File: config.mk
export PLATFORM = sky130hd
export DESIGN_NAME = iobuf_turnaround_ctrl
export DESIGN_NICKNAME = d
export VERILOG_FILES = /design/src/rtl/iobuf_turnaround_ctrl.sv
export SDC_FILE = /design/constraint.sdc
export NUM_CORES = 1
export LEC_CHECK = 0
export BUFFER_PORTS_ARGS = -buffer_cell sky130_fd_sc_hd__buf_2
export CAP_MARGIN = 30
export CORE_AREA = 2 2 62 50
export DETAILED_ROUTE_END_ITERATION = 7
export DIE_AREA = 0 0 64 52
export PLACE_DENSITY_LB_ADDON = 0.3
export SLEW_MARGIN = 20
export SYNTH_ARGS = -nofsm -noshare
export SYNTH_HDL_FRONTEND = slang
export SYNTH_SLANG_ARGS = --single-unit
File: constraint.sdc
create_clock -name CLK -period 1.95 [get_ports CLK]
set_input_delay 0.39 -clock CLK [delete_from_list [all_inputs] [get_ports CLK]]
set_output_delay 0.39 -clock CLK [all_outputs]
set_load 0.02 [all_outputs]
File: src/rtl/iobuf_turnaround_ctrl.sv
// rtl/iobuf_turnaround_ctrl.sv - half-duplex IOBUF bank sequencer with write/read turnaround
// Define IOBUF_CTRL_RD_SYNC_EN to pass pad_o through a 2-flop synchroniser before capture.
module iobuf_turnaround_ctrl #(
  parameter int WIDTH      = 8,
  parameter int DRIVE_CYC  = 2,
  parameter int TURN_CYC   = 1,
  parameter int SAMPLE_CYC = 2
) (
  input  logic             CLK,
  input  logic             RST,
  input  logic             wr_req,
  input  logic [WIDTH-1:0] wr_data,
  output logic             wr_ack,
  input  logic             rd_req,
  output logic [WIDTH-1:0] rd_data,
  output logic             rd_ack,
  output logic             busy,
  output logic [WIDTH-1:0] pad_i,
  output logic             pad_t,
  input  logic [WIDTH-1:0] pad_o
);

  typedef enum logic [1:0] {S_IDLE, S_DRIVE, S_TURN, S_SAMPLE} state_e;

  logic [WIDTH-1:0] rd_src;

`ifdef IOBUF_CTRL_RD_SYNC_EN
  localparam int SAMPLE_LEN = SAMPLE_CYC + 2;
  // SAMPLE_CYC+2 can reach 17 cycles, one more than a 4-bit count holds
  localparam int CNT_W      = 5;

  logic [WIDTH-1:0] sync1_q;
  logic [WIDTH-1:0] sync2_q;

  always_ff @(posedge CLK or posedge RST) begin
    if (RST) begin
      sync1_q <= '0;
      sync2_q <= '0;
    end else begin
      sync1_q <= pad_o;
      sync2_q <= sync1_q;
    end
  end

  assign rd_src = sync2_q;
`else
  localparam int SAMPLE_LEN = SAMPLE_CYC;
  localparam int CNT_W      = 4;

  assign rd_src = pad_o;
`endif

  state_e           state_q;
  logic [CNT_W-1:0] cnt_q;
  logic             last_rd_q;
  logic             pad_t_q;
  logic [WIDTH-1:0] pad_i_q;
  logic [WIDTH-1:0] rd_data_q;
  logic             wr_ack_q;
  logic             rd_ack_q;
  logic             busy_q;

  logic             take_wr_d;
  logic             take_rd_d;

  // The cycle carrying rd_ack is skipped so a held rd_req is not re-served.
  always_comb begin
    take_wr_d = 1'b0;
    take_rd_d = 1'b0;
    if (state_q == S_IDLE && !rd_ack_q) begin
      if (wr_req && rd_req) begin
        take_wr_d = last_rd_q;
        take_rd_d = !last_rd_q;
      end else begin
        take_wr_d = wr_req;
        take_rd_d = rd_req;
      end
    end
  end

  always_ff @(posedge CLK or posedge RST) begin
    if (RST) begin
      state_q   <= S_IDLE;
      cnt_q     <= '0;
      last_rd_q <= 1'b1;
      pad_t_q   <= 1'b1;
      pad_i_q   <= '0;
      rd_data_q <= '0;
      wr_ack_q  <= 1'b0;
      rd_ack_q  <= 1'b0;
      busy_q    <= 1'b0;
    end else begin
      wr_ack_q <= 1'b0;
      rd_ack_q <= 1'b0;
      case (state_q)
        S_IDLE: begin
          if (take_wr_d) begin
            state_q   <= S_DRIVE;
            cnt_q     <= CNT_W'(DRIVE_CYC - 1);
            pad_i_q   <= wr_data;
            pad_t_q   <= 1'b0;
            wr_ack_q  <= (DRIVE_CYC == 1);
            busy_q    <= 1'b1;
            last_rd_q <= 1'b0;
          end else if (take_rd_d) begin
            state_q   <= S_SAMPLE;
            cnt_q     <= CNT_W'(SAMPLE_LEN - 1);
            busy_q    <= 1'b1;
            last_rd_q <= 1'b1;
          end
        end
        S_DRIVE: begin
          if (cnt_q == '0) begin
            pad_t_q <= 1'b1;
            if (TURN_CYC == 0) begin
              state_q <= S_IDLE;
              busy_q  <= 1'b0;
            end else begin
              state_q <= S_TURN;
              cnt_q   <= CNT_W'(TURN_CYC - 1);
            end
          end else begin
            cnt_q    <= cnt_q - 1'b1;
            wr_ack_q <= (cnt_q == CNT_W'(1));
          end
        end
        S_TURN: begin
          if (cnt_q == '0) begin
            state_q <= S_IDLE;
            busy_q  <= 1'b0;
          end else begin
            cnt_q <= cnt_q - 1'b1;
          end
        end
        S_SAMPLE: begin
          if (cnt_q == '0) begin
            rd_data_q <= rd_src;
            rd_ack_q  <= 1'b1;
            state_q   <= S_IDLE;
            busy_q    <= 1'b0;
          end else begin
            cnt_q <= cnt_q - 1'b1;
          end
        end
        default: begin
          state_q <= S_IDLE;
          pad_t_q <= 1'b1;
          busy_q  <= 1'b0;
        end
      endcase
    end
  end

  assign wr_ack  = wr_ack_q;
  assign rd_ack  = rd_ack_q;
  assign rd_data = rd_data_q;
  assign busy    = busy_q;
  assign pad_i   = pad_i_q;
  assign pad_t   = pad_t_q;

endmodule

; After elaboration in Yosys (flattened, before gate mapping)
; Cells that the tools add are included.
[op_classes]
n_addsub = 1
n_mul = 0
muxes = 26
reduce_logical = 17
n_bitwise = 0
shift = 0
div = 0
eq_ne = 9
order_cmp = 0
[ops]
columns = operator, count
row1 = 4-bit 2-to-1 mux, 4
row2 = 1-bit 2-to-1 mux, 14
row3 = 4-bit case mux with 3 select lines, 1
row4 = 3-bit AND reduction, 3
row5 = 2-bit 2-to-1 mux, 4
row6 = 2-bit AND reduction, 4
row7 = "2-bit inequality test, second input constant", 3
row8 = 2-bit case mux with 3 select lines, 1
row9 = 2-bit nonzero test, 3
row10 = "2-bit equality test, second input constant", 2
row11 = "4-bit by 1-bit equality test with 1-bit output, second input constant", 1
row12 = 4-bit zero test, 1
row13 = 1-bit case mux with 2 select lines, 2
row14 = "4-bit by 1-bit subtractor with 4-bit output, second input constant", 1
row15 = "3-bit inequality test, second input constant", 1
row16 = "2-bit by 1-bit equality test with 1-bit output, second input constant", 1
row17 = 1-bit logical AND, 2
row18 = 1-bit zero test, 2
row19 = 2-bit zero test, 1
row20 = "2-bit by 1-bit inequality test with 1-bit output, second input constant", 1
row21 = 2-bit OR reduction, 1
[totals]
ram_bits = 0
ff_bits = 27
romBits = 0
output_inout_bits = 20
word_cells = 62
mem_count = 0
latchBits = 0

; Depth between registers and ports, before layout
; Gate-level depths: netlist of run 1.
[depth]
depth_word = 6
depth_mapped = 6
ltp_nobuf = 5

; Worst setup path before layout of run 1
; OpenSTA, ideal clock, no wires.
[synth_timing]
path_type = register -> register
startpoint = reg cnt_q[0]
endpoint = reg cnt_q[1]
setup_slack_ns = 0.240
path_stages_with_launch = 7
setup_time_ns = 0.126
required_ns = 1.824
arrival_time_ns = 1.583
cell_sequence = dfrtp_1 -> inv_1 -> ha_1 -> or3b_1 -> buf_2 -> mux2i_1 -> a221o_2
[synth_between]
elab_chain_len = 3
word_cells_on_any_way = 7
cone_classes = 1 x add/sub / 1 x eq/ne / 3 x mux / 2 x reduce/logical
[synth_rtl]
columns = element, line
row1 = start: declaration, 54  ; logic [CNT_W-1:0] cnt_q;
row2 = start signal: assignment, 99  ; cnt_q <= CNT_W'(DRIVE_CYC - 1);
row3 = start signal: assignment, 107  ; cnt_q <= CNT_W'(SAMPLE_LEN - 1);
row4 = start signal: assignment, 120  ; cnt_q <= CNT_W'(TURN_CYC - 1);
row5 = 4-bit by 1-bit subtractor with 4-bit output or 4-bit zero test (tied branches), --
row6 = 4-bit 2-to-1 mux (tied with other cells), "128, 136"
row7 = 4-bit case mux with 3 select lines or 2-bit AND reduction (tied branches), --
; Parallel ways exist; a longest one is shown, timed or not. The select of a mux whose other input is x is not followed.
; A chain may end at the register's enable or synchronous reset.

; Worst setup path after layout of run 1
[layout_timing]
startpoint = reg cnt_q[0]
endpoint = reg rd_data_q[1] (netlist: rd_data[1])
[layout_between]
elab_chain_len = 2
[layout_rtl]
columns = element, line
row1 = 4-bit zero test, 136  ; if (cnt_q == '0) begin
row2 = 2-bit AND reduction (no line), --
row3 = end signal: assignment, 137  ; rd_data_q <= rd_src;
row4 = end: declaration, 58  ; logic [WIDTH-1:0] rd_data_q;
; No other way between the ends.

==> flow_summary.json, run 1 <==
{
  "status": "complete, no violations",
  "r2r_slack_ns": 0.12,
  "place_congestion": 0.714,
  "core-area_um2": 2740,
  "hp-class": "input pin to asynchronous set/reset pin",
  "dpl.hpwl_um": 1780,
  "yosysSeqAreaShare_pct": 53.0,
  "reg2reg_from": "cnt_q[0]",
  "tns_ns": 0,
  "finalNetCount": 160,
  "syn_nets": 118,
  "yosys_warnings": 0,
  "grt_pass1_vias": 903,
  "drt_iter0_drc": 35,
  "cp.arrival_ns": 2.05,
  "cts_setup_buffers": 0,
  "clkLatencyLatePin_ns": 0.32,
  "start_util_pct": 46.6,
  "drv_slew": 0,
  "remaining_drc_errors": 0,
  "p_per_area_nw_per_um2": 1660,
  "num_rows": 17,
  "ys_types": 33,
  "finalNonFillerCells": 174,
  "crit_path_end_kind": "register",
  "cp-start-kind": "register",
  "post_drt_via_cell_ratio": 4.98,
  "grt_pass1_wl_um": 4030,
  "period_share_pct": 93.9,
  "htreeDepth": 1,
  "reg2reg_depth": 5,
  "drt_pass1_iterations": 4,
  "cts_made_buffers": 3,
  "ant_nets": 0,
  "setup_violations": 0,
  "insertedDiodeCount": 0,
  "synth.avg_cell_area_um2": 13.5,
  "fp.dieArea_um2": 3330,
  "fill_cells": 238,
  "routed-wl-met3_um": 130,
  "vias": 866,
  "synth_seq_cells": 27,
  "cts_tree": "built",
  "timing.final.hold_violations": 0,
  "ys_async_sr_fraction_pct": 100,
  "grt_overflow": 0,
  "met1_length_um": 1070,
  "die_width_um": 64,
  "syn2layout_area_growth_pct": 19.8,
  "clkSinkCount": 27,
  "dp.cells": 170,
  "r2r_end": "rd_data[1]",
  "crit_required_ns": 2.17,
  "worstSetupPathType": "register to register",
  "fmax_mhz": 546,
  "grt_usage_pct": 15.8,
  "wl_per_cell_um": 13.5,
  "antenna_found_initial": 0,
  "max_slew_margin_pct": 71.2,
  "syn_inst": 95,
  "cts_resized": 0,
  "io_pins": 40,
  "vdd.ir_drop.worst_v": 0.000732,
  "grt_max_degree": 28,
  "hold_buffers": 0,
  "cts_buffer_depth": 2,
  "wirelength_um": 2350,
  "top_layer": "met3",
  "port_buffers": 39,
  "cts_root_buf": "clkbuf_4",
  "path_clk_slew_ns": 0.14,
  "drive_gt1_share_pct": 50.7,
  "ys.flop_type": "dfrtp_1",
  "fin_skew_ns": 0.00210,
  "fin_crit_ns": 1.83,
  "p_leak_uw": 0.000777,
  "rsz0062_at_grt": "no",
  "die_h_um": 52,
  "synth-edff-count": 0,
  "mappedNetlistArea_um2": 1280,
  "cap_viol_max_count": 0,
  "worstMarginPinSlew_ns": 0.430,
  "wl_met2_um": 1150,
  "crit_fanout": 9
}
[sequential cells by signal, indices dropped and copies added, names as in the netlist]
signal / cells
pad_i: 8
rd_data: 8
cnt_q: 4
state_q: 2
busy: 1
last_rd_q: 1
pad_t: 1
rd_ack: 1
wr_ack: 1
[worst max path at each step]
stage               cells after the start  slack, ns          to      from
floorplan                               6       0.24    cnt_q[1]  cnt_q[0]
global placement                        5       0.15  rd_data[0]  cnt_q[0]
detailed placement                      5       0.05  rd_data[1]  cnt_q[0]
CTS                                     5       0.04  rd_data[1]  cnt_q[0]
global route                            5      0.009  rd_data[5]  cnt_q[0]
finish                                  5       0.12  rd_data[1]  cnt_q[0]
[Yosys cell counts, types with 2 or more instances]
master | count | area (µm²)
dfrtp_1 | 25 | 626
mux2_2 | 8 | 90.1
mux2_4 | 8 | 120
inv_1 | 5 | 18.8
nand2_1 | 5 | 18.8
a21oi_1 | 3 | 15.0
ha_1 | 3 | 37.5
mux2i_1 | 3 | 30.0
nor2_1 | 3 | 11.3
o21ai_0 | 3 | 15.0
buf_6 | 2 | 22.5
dfstp_2 | 2 | 52.6
nand3_1 | 2 | 10.0
nor2b_1 | 2 | 12.5
nor3_1 | 2 | 10.0
o21bai_1 | 2 | 15.0
[layout by cell type (no fill, tap or decap), types with 2 or more instances in the layout]
cell	instances
o21ai_0	3
nand3_1	2
buf_2	39
mux2_4	8
a21oi_1	3
inv_1	5
dfrtp_1	25
nor3_1	2
nor2_1	3
nor2b_1	2
o21bai_1	2
mux2i_1	3
ha_1	3
dfstp_2	2
buf_4	2
nand2_1	5
mux2_2	8
clkbuf_4	3
[per-stage QoR]
| stage | hold slack, ns | total power [µW] | utilization, % | cell area (µm²) | setup slack, ns |
|---|---|---|---|---|---|
| floorplan | 0.441 | 1990 | - | 1280 | 0.240 |
| detailed placement | 0.464 | 2310 | 54.4 | 1490 | 0.0500 |
| global placement | 0.455 | 2250 | 54.4 | 1490 | 0.155 |
| global route | 0.107 | 2720 | 55.8 | 1530 | 0.00911 |
| finish | 0.0967 | 2540 | 55.8 | 1530 | 0.120 |
| CTS | 0.100 | 2550 | 55.4 | 1520 | 0.0353 |
[cell type report]
| cell class | instances | area [µm²] | area share, % |
|---|---|---|---|
| clock buffer | 3 | 22.5 | 1.47 |
| clock inverter | 1 | 5.00 | 0.327 |
| inverter | 5 | 18.8 | 1.23 |
| multi-input combinational | 59 | 549 | 35.9 |
| sequential | 27 | 678 | 44.3 |
| tap | 38 | 47.5 | 3.10 |
| timing repair buffer | 41 | 210 | 13.7 |
[logic make-up (layout without fill, tap and decap cells)]
logic type	after synthesis	in the layout	synth area share (%)
flops	27	27	53.0
buf+inv	9	50	4.79
xor+xnor	1	1	0.685
fa+ha+maj	3	3	2.94
mux	19	19	18.8
simple gates	21	21	10.5
compound gates	15	15	9.30
[critical path, stage by stage (launching register included)]
cell	delay (ns)
dfrtp_1	0.45
inv_1	0.13
ha_1	0.22
nor3b_4	0.28
and3_4	0.30
mux2_2	0.35
[power breakdown]
group          total (µW)  internal (µW)  switching [µW]
clock                 234           76.8             158
combinational        1240            601             635
sequential           1070            839             233
[layer usage]
metal	track usage, %	vias to the layer above
met2	28.3	29
met1	19.3	419
met5	0	-
met4	2.17	0
met3	4.76	0
li1	-	418
Note: power is estimated with default switching activity, not from simulation.
==> run 2: changes to the inputs <==
- CORE_AREA: 2 2 62 50 -> 2 2 61 48
- CTS_BUF_LIST: not set -> sky130_fd_sc_hd__clkbuf_4 sky130_fd_sc_hd__clkbuf_8
- DIE_AREA: 0 0 64 52 -> 0 0 63 50
==> flow_summary.json, run 2 (synthesis gave the netlist of run 1 again) <==
{
  "cp_top_family": "simple AND/OR/NAND/NOR gates",
  "clkLatencyLatePin_ns": 0.32,
  "core-area_um2": 2540,
  "antenna_found_initial": 0,
  "setup_violations": 0,
  "critPathBufInv": 1,
  "max_slew_margin_pct": 70.6,
  "reg2reg_depth": 5,
  "crit_required_ns": 2.18,
  "grt_overflow": 0,
  "fin_hold_ws_ns": 0.0940,
  "layout_commonest_cell": "buf_2",
  "post_drt_via_cell_ratio": 4.94,
  "fill_cells": 218,
  "path_clk_slew_ns": 0.13,
  "cts_root_buf": "clkbuf_4",
  "fin_ws_ns": 0.117,
  "grt_max_degree": 28,
  "cts_made_buffers": 3,
  "cp-start-kind": "register",
  "syn2layout_area_growth_pct": 19.6,
  "cts_tree": "built",
  "drt_iter0_drc": 7,
  "mostFrequentLayoutCells": "buf_2 (39), dfrtp_1 (25), mux2_2 (8), mux2_4 (8)",
  "remaining_drc_errors": 0,
  "drt_pass1_iterations": 4,
  "vias": 849,
  "status": "complete, no violations",
  "vdd.ir_drop.worst_v": 0.000960,
  "cp.depth": 5,
  "cp-endpoint": "rd_data[0]",
  "drive_gt1_share_pct": 50.7,
  "post-place-ws_ns": 0.0449,
  "io_pins": 40,
  "r2r_slack_ns": 0.12,
  "p_leak_uw": 0.000777,
  "wirelength_um": 2360,
  "hp-class": "input pin to asynchronous set/reset pin",
  "reg2reg_from": "cnt_q[0]",
  "grt_usage_pct": 17.6,
  "cp.arrival_ns": 2.06,
  "worstMarginPinSlew_ns": 0.440,
  "period_share_pct": 94.0,
  "crit_chain": "inv_1 -> ha_1 -> nor3b_4 -> and3_4 -> mux2_2",
  "fin_crit_ns": 1.83,
  "rsz0062_at_grt": "no",
  "worstSetupPathType": "register to register",
  "htreeDepth": 1,
  "critical_path.max_stage_delay_ns": 0.45,
  "dpl.hpwl_um": 1860,
  "timing.final.hold_violations": 0,
  "port_buffers": 39,
  "wl_per_cell_um": 13.7,
  "clkSinkCount": 27,
  "crit_fanout": 9,
  "crit_path_end_kind": "register",
  "slowest_stage": "dfrtp_1",
  "p_per_area_nw_per_um2": 1660,
  "cap_viol_max_count": 0,
  "power_uw": 2540,
  "r2r_end": "rd_data[0]",
  "insertedDiodeCount": 0,
  "fin_skew_ns": 0.00287,
  "fmax_mhz": 546,
  "fp.dieArea_um2": 3150,
  "tns_ns": 0,
  "die_h_um": 50,
  "finalNetCount": 160,
  "post-route-util_pct": 60.1,
  "start_util_pct": 50.3,
  "ant_nets": 0,
  "drv_slew": 0,
  "place_congestion": 0.757,
  "grt_pass1_wl_um": 4190,
  "die_width_um": 63,
  "crit_start": "cnt_q[0]",
  "cts_buffer_depth": 2,
  "num_rows": 16,
  "grt_pass1_vias": 915
}
## run 2: cell counts in the layout (fill, tap and decap cells not counted)
No cell type changed its count.
## run 2: how the worst min path moves through the flow
| stage | end |
|---|---|
| after floorplan | busy |
| after global placement | rd_data[4] |
| after detailed placement | rd_data[3] |
| after CTS | rd_data[3] |
| after global routing | pad_i[6] |
| final | rd_data[3] |
## run 2: repair_timing
action | CTS | global route
endpoints found under the setup margin | 0 | 8
hold buffers | 0 | 0
resized for setup | 0 | 2
setup buffers | 0 | 0
## run 2: layout make-up
cell class                 count  area [µm²]  area share (%)
clock buffer                   3        22.5            1.47
clock inverter                 1        5.00           0.327
inverter                       5        18.8            1.23
multi-input combinational     59         549            35.9
sequential                    27         678            44.4
tap                           36        45.0            2.95
timing repair buffer          41         210            13.7
## run 2: metal layers
layer | wire length, µm | GRT usage (%) | vias to the layer above
met2 | 1140 | 30.3 | 28
met3 | 147 | 5.71 | 4
met5 | 0 | 0 | -
met4 | 22 | 5.19 | 0
li1 | - | - | 416
met1 | 1060 | 21.1 | 401
## run 2: stage by stage
stage                     instance area (µm²)  cells
after global routing                     1530    172
final                                    1530    172
after detailed placement                 1490    168
after floorplan                          1280     95
after CTS                                1520    172
after global placement                   1490    168
## run 2: report_power, final
part	switching (µW)	total, µW	internal (µW)
clock network	156	233	77.0
logic	631	1230	600
registers	235	1070	839
total	1020	2540	1520
## run 2: worst register-to-register path: stages, from the launching register on
cell     delay, ns
dfrtp_1       0.45
inv_1         0.14
ha_1          0.21
nor3b_4       0.28
and3_4        0.30
mux2_2        0.35
==> run 3: changes to the inputs <==
- PLACE_DENSITY: not set -> 0.81
- PLACE_DENSITY_LB_ADDON: 0.3 -> not set
==> flow_summary.json, run 3 (synthesis gave the netlist of run 1 again) <==
{
  "crit_required_ns": 2.16,
  "post_drt_via_cell_ratio": 5.21,
  "cp-start-kind": "register",
  "reg2reg_from": "cnt_q[0]",
  "post-route-util_pct": 60.0,
  "cap_viol_max_count": 0,
  "fp.dieArea_um2": 3150,
  "drive_gt1_share_pct": 51.1,
  "cts_resized": 0,
  "crit_start": "cnt_q[0]",
  "grt_usage_pct": 18.1,
  "drv_slew": 0,
  "crit_path_end_kind": "register",
  "rsz0062_at_grt": "no",
  "path_clk_slew_ns": 0.14,
  "io_pins": 40,
  "p_per_area_nw_per_um2": 1670,
  "critPathBufInv": 1,
  "status": "complete, no violations",
  "crit_chain": "inv_1 -> ha_1 -> nor3b_2 -> and3_2 -> mux2_2",
  "cp.depth": 5,
  "worstSetupPathType": "register to register",
  "dpl-instance-area_um2": 1500,
  "grt_pass1_vias": 922,
  "worstMarginPinSlew_ns": 0.457,
  "slowest_stage": "dfrtp_1",
  "drt_pass1_iterations": 4,
  "cp.arrival_ns": 1.98,
  "fin_hold_ws_ns": 0.0498,
  "fin_area_um2": 1530,
  "cts_made_buffers": 3,
  "cts_buffer_depth": 2,
  "fmax_mhz": 566,
  "grt_overflow": 0,
  "place_congestion": 0.886,
  "period_share_pct": 90.6,
  "ant_nets": 0,
  "insertedDiodeCount": 0,
  "syn2layout_area_growth_pct": 19.4,
  "die_width_um": 63,
  "cp_top_family": "simple AND/OR/NAND/NOR gates",
  "mostFrequentLayoutCells": "buf_2 (39), dfrtp_1 (25), mux2_2 (8), mux2_4 (8)",
  "cts_root_buf": "clkbuf_4",
  "power_uw": 2550,
  "wirelength_um": 2520,
  "die_h_um": 50,
  "crit_fanout": 9,
  "hold_buffers": 0,
  "num_rows": 16,
  "grt_max_degree": 16,
  "port_buffers": 39,
  "fin_skew_ns": 0.00708,
  "layout_commonest_cell": "buf_2",
  "drt_iter0_drc": 30,
  "vias": 902,
  "hp-class": "input pin to asynchronous set/reset pin",
  "remaining_drc_errors": 0,
  "critical_path.max_stage_delay_ns": 0.45,
  "finalNetCount": 161,
  "vdd.ir_drop.worst_v": 0.000815,
  "cts_tree": "built",
  "p_leak_uw": 0.000782,
  "fin_crit_ns": 1.77,
  "timing.final.hold_violations": 0,
  "clkSinkCount": 27,
  "antenna_found_initial": 0,
  "setup_violations": 0,
  "htreeDepth": 1,
  "clkLatencyLatePin_ns": 0.32,
  "max_slew_margin_pct": 69.5,
  "reg2reg_depth": 5,
  "tns_ns": 0,
  "cts_setup_buffers": 0,
  "wl_per_cell_um": 14.6,
  "core-area_um2": 2540,
  "start_util_pct": 50.3,
  "grt_pass1_wl_um": 4460
}
## run 3: cell count changes in the layout (fill, tap and decap cells not counted), sizes merged
cell	delta
buf	+1
## run 3: area by class of cell
| type | count | area, µm² |
|---|---|---|
| Clock buffer | 3 | 22.5 |
| Clock inverter | 1 | 5.00 |
| Fill cell | 226 | 1020 |
| Inverter | 5 | 18.8 |
| Multi-Input combinational cell | 59 | 539 |
| Sequential cell | 27 | 678 |
| Tap cell | 36 | 45.0 |
| Timing Repair Buffer | 42 | 218 |
## run 3: worst register-to-register path, delay by kind of cell, from the launching register on
family	cells	cell delay, ns
AND/OR/NAND/NOR	2	0.52
buffers and inverters	1	0.13
flip-flops	1	0.45
adder cells (fa/ha/maj)	1	0.21
multiplexers	1	0.36
## run 3: metal layers
| layer | share of wire [%] | track usage, % | routed length (µm) |
|---|---|---|---|
| met1 | 43 | 24.4 | 1090 |
| met5 | 0 | 0 | 0 |
| met4 | 0 | 2.96 | 0 |
| met2 | 50 | 29.8 | 1250 |
| met3 | 7.3 | 4.79 | 183 |
## run 3: per-stage QoR
step / cells / worst slack [ns]
3_5_place_dp: 169 / 0.196
6_report: 173 / 0.183
5_1_grt: 173 / 0.0594
3_3_place_gp: 169 / 0.281
4_1_cts: 173 / 0.159
2_1_floorplan: 95 / 0.240
## run 3: final timing paths
check,slack [ns],to
setup reg to reg,0.18,rd_data[3]
max in group asynchronous,1.33,rd_data[2]
hold reg to reg,0.49,pad_t
setup / recovery,0.18,rd_data[3]
hold / removal,0.05,pad_i[1]
min in group CLK,0.29,pad_i[6]
## run 3: where the power goes
part | internal (µW) | switching, µW | leakage (µW)
clock | 76.8 | 152 | 0.0000177
combinational | 601 | 646 | 0.000441
sequential | 839 | 236 | 0.000324
